## config.mk

```make
export PLATFORM = sky130hd
export DESIGN_NAME = alert_receiver_array
export DESIGN_NICKNAME = d
export VERILOG_FILES = /design/src/rtl/alert_receiver_array.sv
export SDC_FILE = /design/constraint.sdc
export NUM_CORES = 1
export LEC_CHECK = 0
export ABC_AREA = 1
export CAP_MARGIN = 20
export CORE_AREA = 5 5 131 133
export CTS_CLUSTER_SIZE = 24
export DETAILED_ROUTE_END_ITERATION = 8
export DIE_AREA = 0 0 136 138
export PLACE_DENSITY = 0.66
export SYNTH_ARGS = -nofsm -noshare
export SYNTH_HDL_FRONTEND = slang
export SYNTH_SLANG_ARGS = --single-unit
```

## constraint.sdc

```tcl
create_clock -name clk_i -period 3.8 [get_ports clk_i]
set_input_delay 0.57 -clock clk_i [delete_from_list [all_inputs] [get_ports clk_i]]
set_output_delay 0.57 -clock clk_i [all_outputs]
set_load 0.02 [all_outputs]
```

## src/rtl/alert_receiver_array.sv

```systemverilog
// alert_receiver_array: NumAlerts differential alert receivers with ack handshake,
// ping issue/timeout tracking and sticky cause capture.
module alert_receiver_array #(
  parameter int unsigned NumAlerts = 4,
  parameter int unsigned TimeoutW  = 16
) (
  input  logic                   clk_i,
  input  logic                   rst_ni,
  input  logic [NumAlerts-1:0]   ping_en_i,
  input  logic [TimeoutW-1:0]    ping_timeout_cyc_i,
  input  logic [NumAlerts-1:0]   cause_clr_i,
  input  logic [2*NumAlerts-1:0] alert_tx_i,
  output logic [4*NumAlerts-1:0] alert_rx_o,
  output logic [NumAlerts-1:0]   alert_o,
  output logic [NumAlerts-1:0]   ping_ok_o,
  output logic [NumAlerts-1:0]   ping_timeout_o,
  output logic [NumAlerts-1:0]   integ_fail_o,
  output logic [NumAlerts-1:0]   cause_o
);
  typedef enum logic [1:0] {Idle, HsAckWait, Pause0, Pause1} state_e;
  for (genvar k = 0; k < NumAlerts; k++) begin : g_ch
    state_e state_q, state_d;
    logic ack_q, ack_d, tog_q, en_q, pend_q, pend_d, cause_q;
    logic sigint, level, rise, alert, ok, tmo;
    logic [TimeoutW-1:0] cnt_q, cnt_d;
    assign sigint = alert_tx_i[2*k+1] ~^ alert_tx_i[2*k];
    assign level  = alert_tx_i[2*k+1] & ~sigint;
    assign rise   = ping_en_i[k] & ~en_q;
    always_comb begin
      state_d = state_q;
      ack_d   = 1'b0;
      alert   = 1'b0;
      ok      = 1'b0;
      case (state_q)
        Idle: if (level) begin
          state_d = HsAckWait;
          ack_d   = 1'b1;
          ok      = pend_q;
          alert   = ~pend_q;
        end
        HsAckWait: begin
          ack_d   = level;
          state_d = level ? HsAckWait : Pause0;
        end
        Pause0:  state_d = Pause1;
        default: state_d = Idle;
      endcase
      if (sigint) begin
        state_d = Idle;
        ack_d   = 1'b0;
        alert   = 1'b0;
        ok      = 1'b0;
      end
    end
    // an answer in the expiry cycle counts as a ping_ok, never a timeout
    assign tmo = pend_q & (ping_timeout_cyc_i != '0) &
                 (cnt_q == ping_timeout_cyc_i - TimeoutW'(1)) & ~ok & ~rise;
    assign pend_d = rise | (pend_q & ping_en_i[k] & ~ok & ~tmo);
    assign cnt_d  = rise ? '0 : (pend_q && cnt_q != '1) ? cnt_q + TimeoutW'(1) : cnt_q;
    always_ff @(posedge clk_i or negedge rst_ni) begin
      if (!rst_ni) begin
        state_q <= Idle;
        ack_q   <= 1'b0;
        tog_q   <= 1'b0;
        en_q    <= 1'b0;
        pend_q  <= 1'b0;
        cnt_q   <= '0;
        cause_q <= 1'b0;
      end else begin
        state_q <= state_d;
        ack_q   <= ack_d;
        tog_q   <= tog_q ^ rise;
        en_q    <= ping_en_i[k];
        pend_q  <= pend_d;
        cnt_q   <= cnt_d;
        cause_q <= (cause_q & ~cause_clr_i[k]) | alert | sigint;
      end
    end
    assign alert_rx_o[4*k+3 -: 4] = {tog_q, ~tog_q, ack_q, ~ack_q};
    assign alert_o[k]        = alert;
    assign ping_ok_o[k]      = ok;
    assign ping_timeout_o[k] = tmo;
    assign integ_fail_o[k]   = sigint;
    assign cause_o[k]        = cause_q;
  end
endmodule

```

==> reports/qor.txt, run 1 <==
fmax: 280 MHz
total of warnings raised by yosys: 0
root buf cell: clkbuf_16
global route overflow: 0
combinational share of power: 27.7%
clock share of power: 31.3%
CP max stage delay: 0.50 ns
worst hold path class: input port to async pin
Synth Register Bits: 92
Internal Power: 1.84 mW
syn nets: 1,165
routed via count: 7,526
post-synthesis async set-or-reset flop share: 100%
DRT iter0 DRCs: 537
crit start category: input port
Worst Path Required: 3.23 ns
Final Util: 55.9%
maximum fanout along the worst path: 3
Ports: 70
post-cts resize count: 4
main flop type after synthesis: dfrtp_1
final critical-path required period: 3.57 ns
CP Capture Type: primary output
Die Wd: 136 µm
Setup CP Type: input port to primary output
share of layout cells above drive strength 1: 11.1%
Synth top cells by count: 313 x nand2_1, 161 x inv_1, 134 x nor2_1
Syn Area/Cell: 6.42 µm²
critical-path cell list: clkdlybuf4s50_1 > buf_4 > inv_1 > nand2_1 > nor2_1 > nand3_1 > nand2_1 > nand2_1 > nand2_1 > nand2_1 > nor3_2 > dlygate4sd2_1
area leader, netlist: dfrtp_1
status: complete, no violations
largest net degree at the start of global routing: 71
nets: 1,291
most frequent cell after synthesis: nand2_1
VDD IR max: 223 µV
number of synthesized flops with an enable pin: 0
Switching Power: 0.922 mW
Switching Fraction: 33.4%
drt pass-1 iters: 5
RSZ-0062 raised after global routing: false
Final Setup Violations: 0
Tcrit/Tclk final: 94.0%
area grow syn2layout: 22.7%
skew final: 0.00975 ns
post-synth top area share: 32.1%
initial antenna violation count: 0
antenna fix cells: 0
mean routed wirelength per cell: 15.5 µm
H-tree depth: 3
Leak Pwr: 4.34 nW
top area cells in the synthesized netlist: dfrtp_1 32%, nand2_1 16%, nand3_1 9.1%, inv_1 8.4%, nor2_1 7.0%
DP HPWL: 18,200 µm
Initial Utilization: 45.6%
drt drc: 0
Worst-Margin Slew: 0.900 ns
area of the mapped netlist: 7170 µm²
power consumption: 2.76 mW
die height: 138 µm
global-route wire length before repair: 36,500 µm
I/O Buffers: 69
CTS Buffer Depth: 2
count of final max-slew check failures: 0
Seq pwr share: 41.0%
placer congestion estimate: 1.00
sequential area share after synthesis: 32.1%
CTS Sinks: 92
vias in the first global route: 7,113
GRT Util Overall: 24.4%
max cap viols: 0
number of routed nets with antenna violations: 0
Hold Buf Count CTS: 0
drt total wl: 22,600 µm
worst-skew pair later-pin latency: 0.36 ns
clk slew on worst S/H paths: 0.06 ns
cts bufs inserted: 9
TritonCTS clock tree: built
Worst slew margin: 40.0%
Synth Instances: 1,117
Pwr Density: 314 nW/µm²
crit path max-delay cell type: clkdlybuf4s50_1
die area: 18,800 µm²
Netlist cell types: 43
Hold Vio Cnt, Final: 0
Top cell by count, worst path: nand2_1
Vias/cell: 5.14
Setup Fix Bufs, Post-CTS: 0
# rows: 46
CORE AREA: 15,700 µm²
Worst EP arrival: 3.00 ns
[critical path, delay by kind of cell]
kind / cells / cell delay, ns
simple gates: 8 / 1.33
buf+inv: 4 / 1.11
[cell type report]
class / instances / area [µm²]
fillers: 1614 / 6920
multi-input cells: 822 / 3990
flip-flops and latches: 92 / 2300
repair buffers: 152 / 1330
inverters: 166 / 623
well taps: 216 / 270
clock buffers: 11 / 243
clock inverters: 5 / 37.5
[final timing paths]
check                                                from                              to  slack [ns]  cells after the start
min in group clk_i         g_ch[3].state_q[0]$_DFFE_PN0P_  g_ch[3].state_q[1]$_DFFE_PN0P_        0.47                      1
setup / recovery                    ping_timeout_cyc_i[3]               ping_timeout_o[1]        0.23                     12
hold reg to reg            g_ch[3].state_q[0]$_DFFE_PN0P_  g_ch[3].state_q[1]$_DFFE_PN0P_        0.47                      1
setup reg to reg             g_ch[1].cnt_q[1]$_DFFE_PN0P_   g_ch[1].cnt_q[13]$_DFFE_PN0P_        1.57                     11
max in group asynchronous                          rst_ni       g_ch[2].cause_q$_DFF_PN0_        2.58                      2
hold / removal                                     rst_ni  g_ch[1].state_q[1]$_DFFE_PN0P_        0.34                      1
[sequential cells by signal (all words and copies together) (netlist names)]
signal        count
g_ch.state_q      8
g_ch.cause_q      4
g_ch.ack_q        4
g_ch.tog_q        4
g_ch.cnt_q       64
g_ch.en_q         4
g_ch.pend_q       4
[through the flow]
step                hold WS, ns  instances  instance area, µm²  TNS [ns]  setup slack [ns]
floorplan                 0.274       1117                7170         0              1.15
global placement          0.464       1448                8500    -0.154           -0.0722
detailed placement        0.469       1448                8500    -0.120           -0.0773
CTS                       0.387       1464                8790         0            0.0195
global route              0.428       1464                8790         0            0.0409
finish                    0.341       1464                8790         0             0.228
[kinds of logic after synthesis]
| logic type | Yosys count | synth area share (%) |
|---|---|---|
| buffers and inverters | 203 | 12.3 |
| AOI/OAI and AO/OA | 106 | 8.24 |
| DFF | 92 | 32.1 |
| xor gates and xnor gates | 20 | 2.55 |
| adders and majority gates | 14 | 2.44 |
| and+or+nand+nor | 682 | 42.4 |
[per-layer routing]
layer	wire length (µm)	track usage, %	part of all wire (%)	up-vias
li1	-	-	-	3820
met1	10800	34.9	48	3468
met2	9900	36.9	44	195
met3	1270	4.43	5.6	43
met4	678	8.59	3.0	0
met5	0	0	0	-
[cell usage in the layout, fill, tap and decap left out, types with 4 or more instances in the layout]
cell type,instances
nand2_1,311
o21ai_0,49
nand3b_1,6
a31oi_1,5
clkbuf_16,9
nor2_2,9
nor2_1,134
clkdlybuf4s50_1,64
ha_1,14
buf_4,83
a21oi_1,32
nor3_1,30
nand2_2,8
inv_1,161
nand3_1,130
o21ai_1,5
inv_2,4
xor2_1,19
nand3_2,6
dfrtp_1,92
nor4_1,9
nand4_1,23
[power by group through the flow]
| stage | Clock, mW | Combinational [mW] | Sequential [mW] |
|---|---|---|---|
| after floorplan | 0 | 0.470 | 1.13 |
| after CTS | 0.880 | 0.767 | 1.13 |
| after global routing | 0.937 | 0.846 | 1.14 |
| after global placement | 0 | 0.757 | 1.15 |
| final | 0.864 | 0.765 | 1.13 |
| after detailed placement | 0 | 0.763 | 1.15 |
No activity file was read; power rests on OpenSTA's default activity.
==> run 2: changes to the inputs <==
Settings changed: GPL_ROUTABILITY_DRIVEN set to 0.
==> reports/qor.txt, run 2 (synthesis results as in run 1) <==
I/O Buffers: 69 (unchanged)
crit path max-delay cell type: clkdlybuf4s50_1 (unchanged)
drt drc: 0 (unchanged)
dpl ws: -0.116 ns (was -0.0773 ns)
Worst-Margin Slew: 0.880 ns (was 0.900 ns)
clk slew on worst S/H paths: 0.07 ns (was 0.06 ns)
Post-Place Cells: 1,438 (was 1,448)
DRT iter0 DRCs: 849 (was 537)
hold slack: 0.334 ns (was 0.341 ns)
area grow syn2layout: 21.4% (was 22.7%)
CP startpoint: ping_timeout_cyc_i[6] (was ping_timeout_cyc_i[3])
routed via count: 7,562 (was 7,526)
Layout Cells excl Fill: 1,454 (was 1,464)
largest net degree at the start of global routing: 69 (was 71)
Final Util: 55.4% (was 55.9%)
skew final: 0.0104 ns (was 0.00975 ns)
Hold Vio Cnt, Final: 0 (unchanged)
Vias/cell: 5.20 (was 5.14)
Setup Fix Bufs, Post-CTS: 0 (unchanged)
final instance area: 8700 µm² (was 8790 µm²)
critical-path cell list: clkdlybuf4s50_1 > nor2_1 > nand2_1 > nor2_4 > buf_4 > nand3_2 > nand3_1 > nand3_1 > nor3_1 > nand3_1 > nor2_1 > dlygate4sd2_1 (was clkdlybuf4s50_1 > buf_4 > inv_1 > nand2_1 > nor2_1 > nand3_1 > nand2_1 > nand2_1 > nand2_1 > nand2_1 > nor3_2 > dlygate4sd2_1)
r2r setup slk: 1.68 ns (was 1.57 ns)
# rows: 46 (unchanged)
vias in the first global route: 7,046 (was 7,113)
CP Capture Type: primary output (unchanged)
status: complete, no violations (unchanged)
fmax: 274 MHz (was 280 MHz)
worst reg-to-reg path cell count: 11 (unchanged)
cts bufs inserted: 9 (unchanged)
setup TNS: 0 ns (unchanged)
worst hold path class: input port to async pin (unchanged)
Final Setup Violations: 0 (unchanged)
drt pass-1 iters: 5 (unchanged)
global-route wire length before repair: 35,700 µm (was 36,500 µm)
Worst slew margin: 41.4% (was 40.0%)
H-tree depth: 3 (unchanged)
mean routed wirelength per cell: 14.9 µm (was 15.5 µm)
die area: 18,800 µm² (unchanged)
Ports: 70 (unchanged)
Filler cells: 1,592 (was 1,614)
Die Wd: 136 µm (unchanged)
Top cell by count, worst path: nand3_1 (was nand2_1)
maximum fanout along the worst path: 9 (was 3)
power consumption: 2.78 mW (was 2.76 mW)
Critical Path End: ping_timeout_o[2] (was ping_timeout_o[1])
TritonCTS clock tree: built (unchanged)
drt total wl: 21,700 µm (was 22,600 µm)
GRT Util Overall: 23.6% (was 24.4%)
crit start category: input port (unchanged)
CTS Buffer Depth: 2 (unchanged)
Placement Cell Area: 8420 µm² (was 8500 µm²)
VDD IR max: 216 µV (was 223 µV)
DP HPWL: 17,200 µm (was 18,200 µm)
Largest register FFs: 64 (unchanged)
Tcrit/Tclk final: 95.9% (was 94.0%)
RSZ-0062 raised after global routing: false (unchanged)
most common cell after layout, fill and taps aside: nand2_1 (unchanged)
number of routed nets with antenna violations: 0 (unchanged)
Critical R2R Launch: g_ch[1].cnt_q[0]$_DFFE_PN0P_ (was g_ch[1].cnt_q[1]$_DFFE_PN0P_)
post-cts resize count: 5 (was 4)
Setup WS post-layout: 0.157 ns (was 0.228 ns)
Hold Buf Count CTS: 0 (unchanged)
CTS Sinks: 92 (unchanged)
FF-to-FF End: g_ch[1].cnt_q[12]$_DFFE_PN0P_ (was g_ch[1].cnt_q[13]$_DFFE_PN0P_)
global route overflow: 0 (unchanged)
CP max stage delay: 0.54 ns (was 0.50 ns)
root buf cell: clkbuf_16 (unchanged)
Initial Utilization: 45.6% (unchanged)
CORE AREA: 15,700 µm² (unchanged)
count of final max-slew check failures: 0 (unchanged)
initial antenna violation count: 0 (unchanged)
Leak Pwr: 4.27 nW (was 4.34 nW)
nets: 1,281 (was 1,291)
max cap viols: 0 (unchanged)
Pwr Density: 319 nW/µm² (was 314 nW/µm²)
most frequent cells in the layout: 312 x nand2_1, 161 x inv_1, 134 x nor2_1 (was 311 x nand2_1, 161 x inv_1, 134 x nor2_1)
Setup CP Type: input port to primary output (unchanged)
die height: 138 µm (unchanged)
Reg with most FFs: g_ch.cnt_q (unchanged)
antenna fix cells: 0 (unchanged)
final critical-path required period: 3.64 ns (was 3.57 ns)
Worst EP arrival: 3.07 ns (was 3.00 ns)
share of layout cells above drive strength 1: 10.4% (was 11.1%)
worst-skew pair later-pin latency: 0.36 ns (about the same)
Worst Path Required: 3.23 ns (about the same)
top flop regs: g_ch.cnt_q: 64 flops, g_ch.state_q: 8 flops (unchanged)
## run 2: how the worst min path moves through the flow
| stage | cells past startpoint | slack, ns | end | start |
|---|---|---|---|---|
| after floorplan | 0 | 0.27 | g_ch[0].ack_q$_DFF_PN0_ | rst_ni |
| after global placement | 1 | 0.46 | g_ch[3].state_q[1]$_DFFE_PN0P_ | g_ch[3].state_q[0]$_DFFE_PN0P_ |
| after detailed placement | 1 | 0.47 | g_ch[3].state_q[1]$_DFFE_PN0P_ | g_ch[3].state_q[0]$_DFFE_PN0P_ |
| after CTS | 1 | 0.38 | g_ch[1].tog_q$_DFF_PN0_ | rst_ni |
| after global routing | 1 | 0.43 | g_ch[1].state_q[0]$_DFFE_PN0P_ | rst_ni |
| final | 1 | 0.33 | g_ch[1].state_q[0]$_DFFE_PN0P_ | rst_ni |
## run 2: layout make-up
type	instances	area [µm²]	area share, %
clock buffer	10	239	2.75
clock inverter	6	46.3	0.532
inverter	166	623	7.16
multi-input combinational	822	3990	45.8
sequential	92	2300	26.5
tap	216	270	3.11
timing repair buffer	142	1230	14.2
## run 2: layer usage
layer	wire length [µm]	track usage (%)	up-vias
li1	-	-	3821
met1	10100	34.0	3424
met2	9470	35.3	265
met3	1300	3.05	50
met4	753	9.39	2
met5	82	3.44	-
## run 2: where the power goes
| group | switching, mW | leakage (nW) | internal (mW) |
|---|---|---|---|
| combinational | 0.440 | 2.90 | 0.311 |
| sequential | 0.0751 | 1.23 | 1.06 |
| clock | 0.423 | 0.136 | 0.468 |
## run 2: worst max-delay path: cells and delay by family
kind	cells	cell delay, ns
buffers and inverters	3	1.06
AND/OR/NAND/NOR	9	1.43
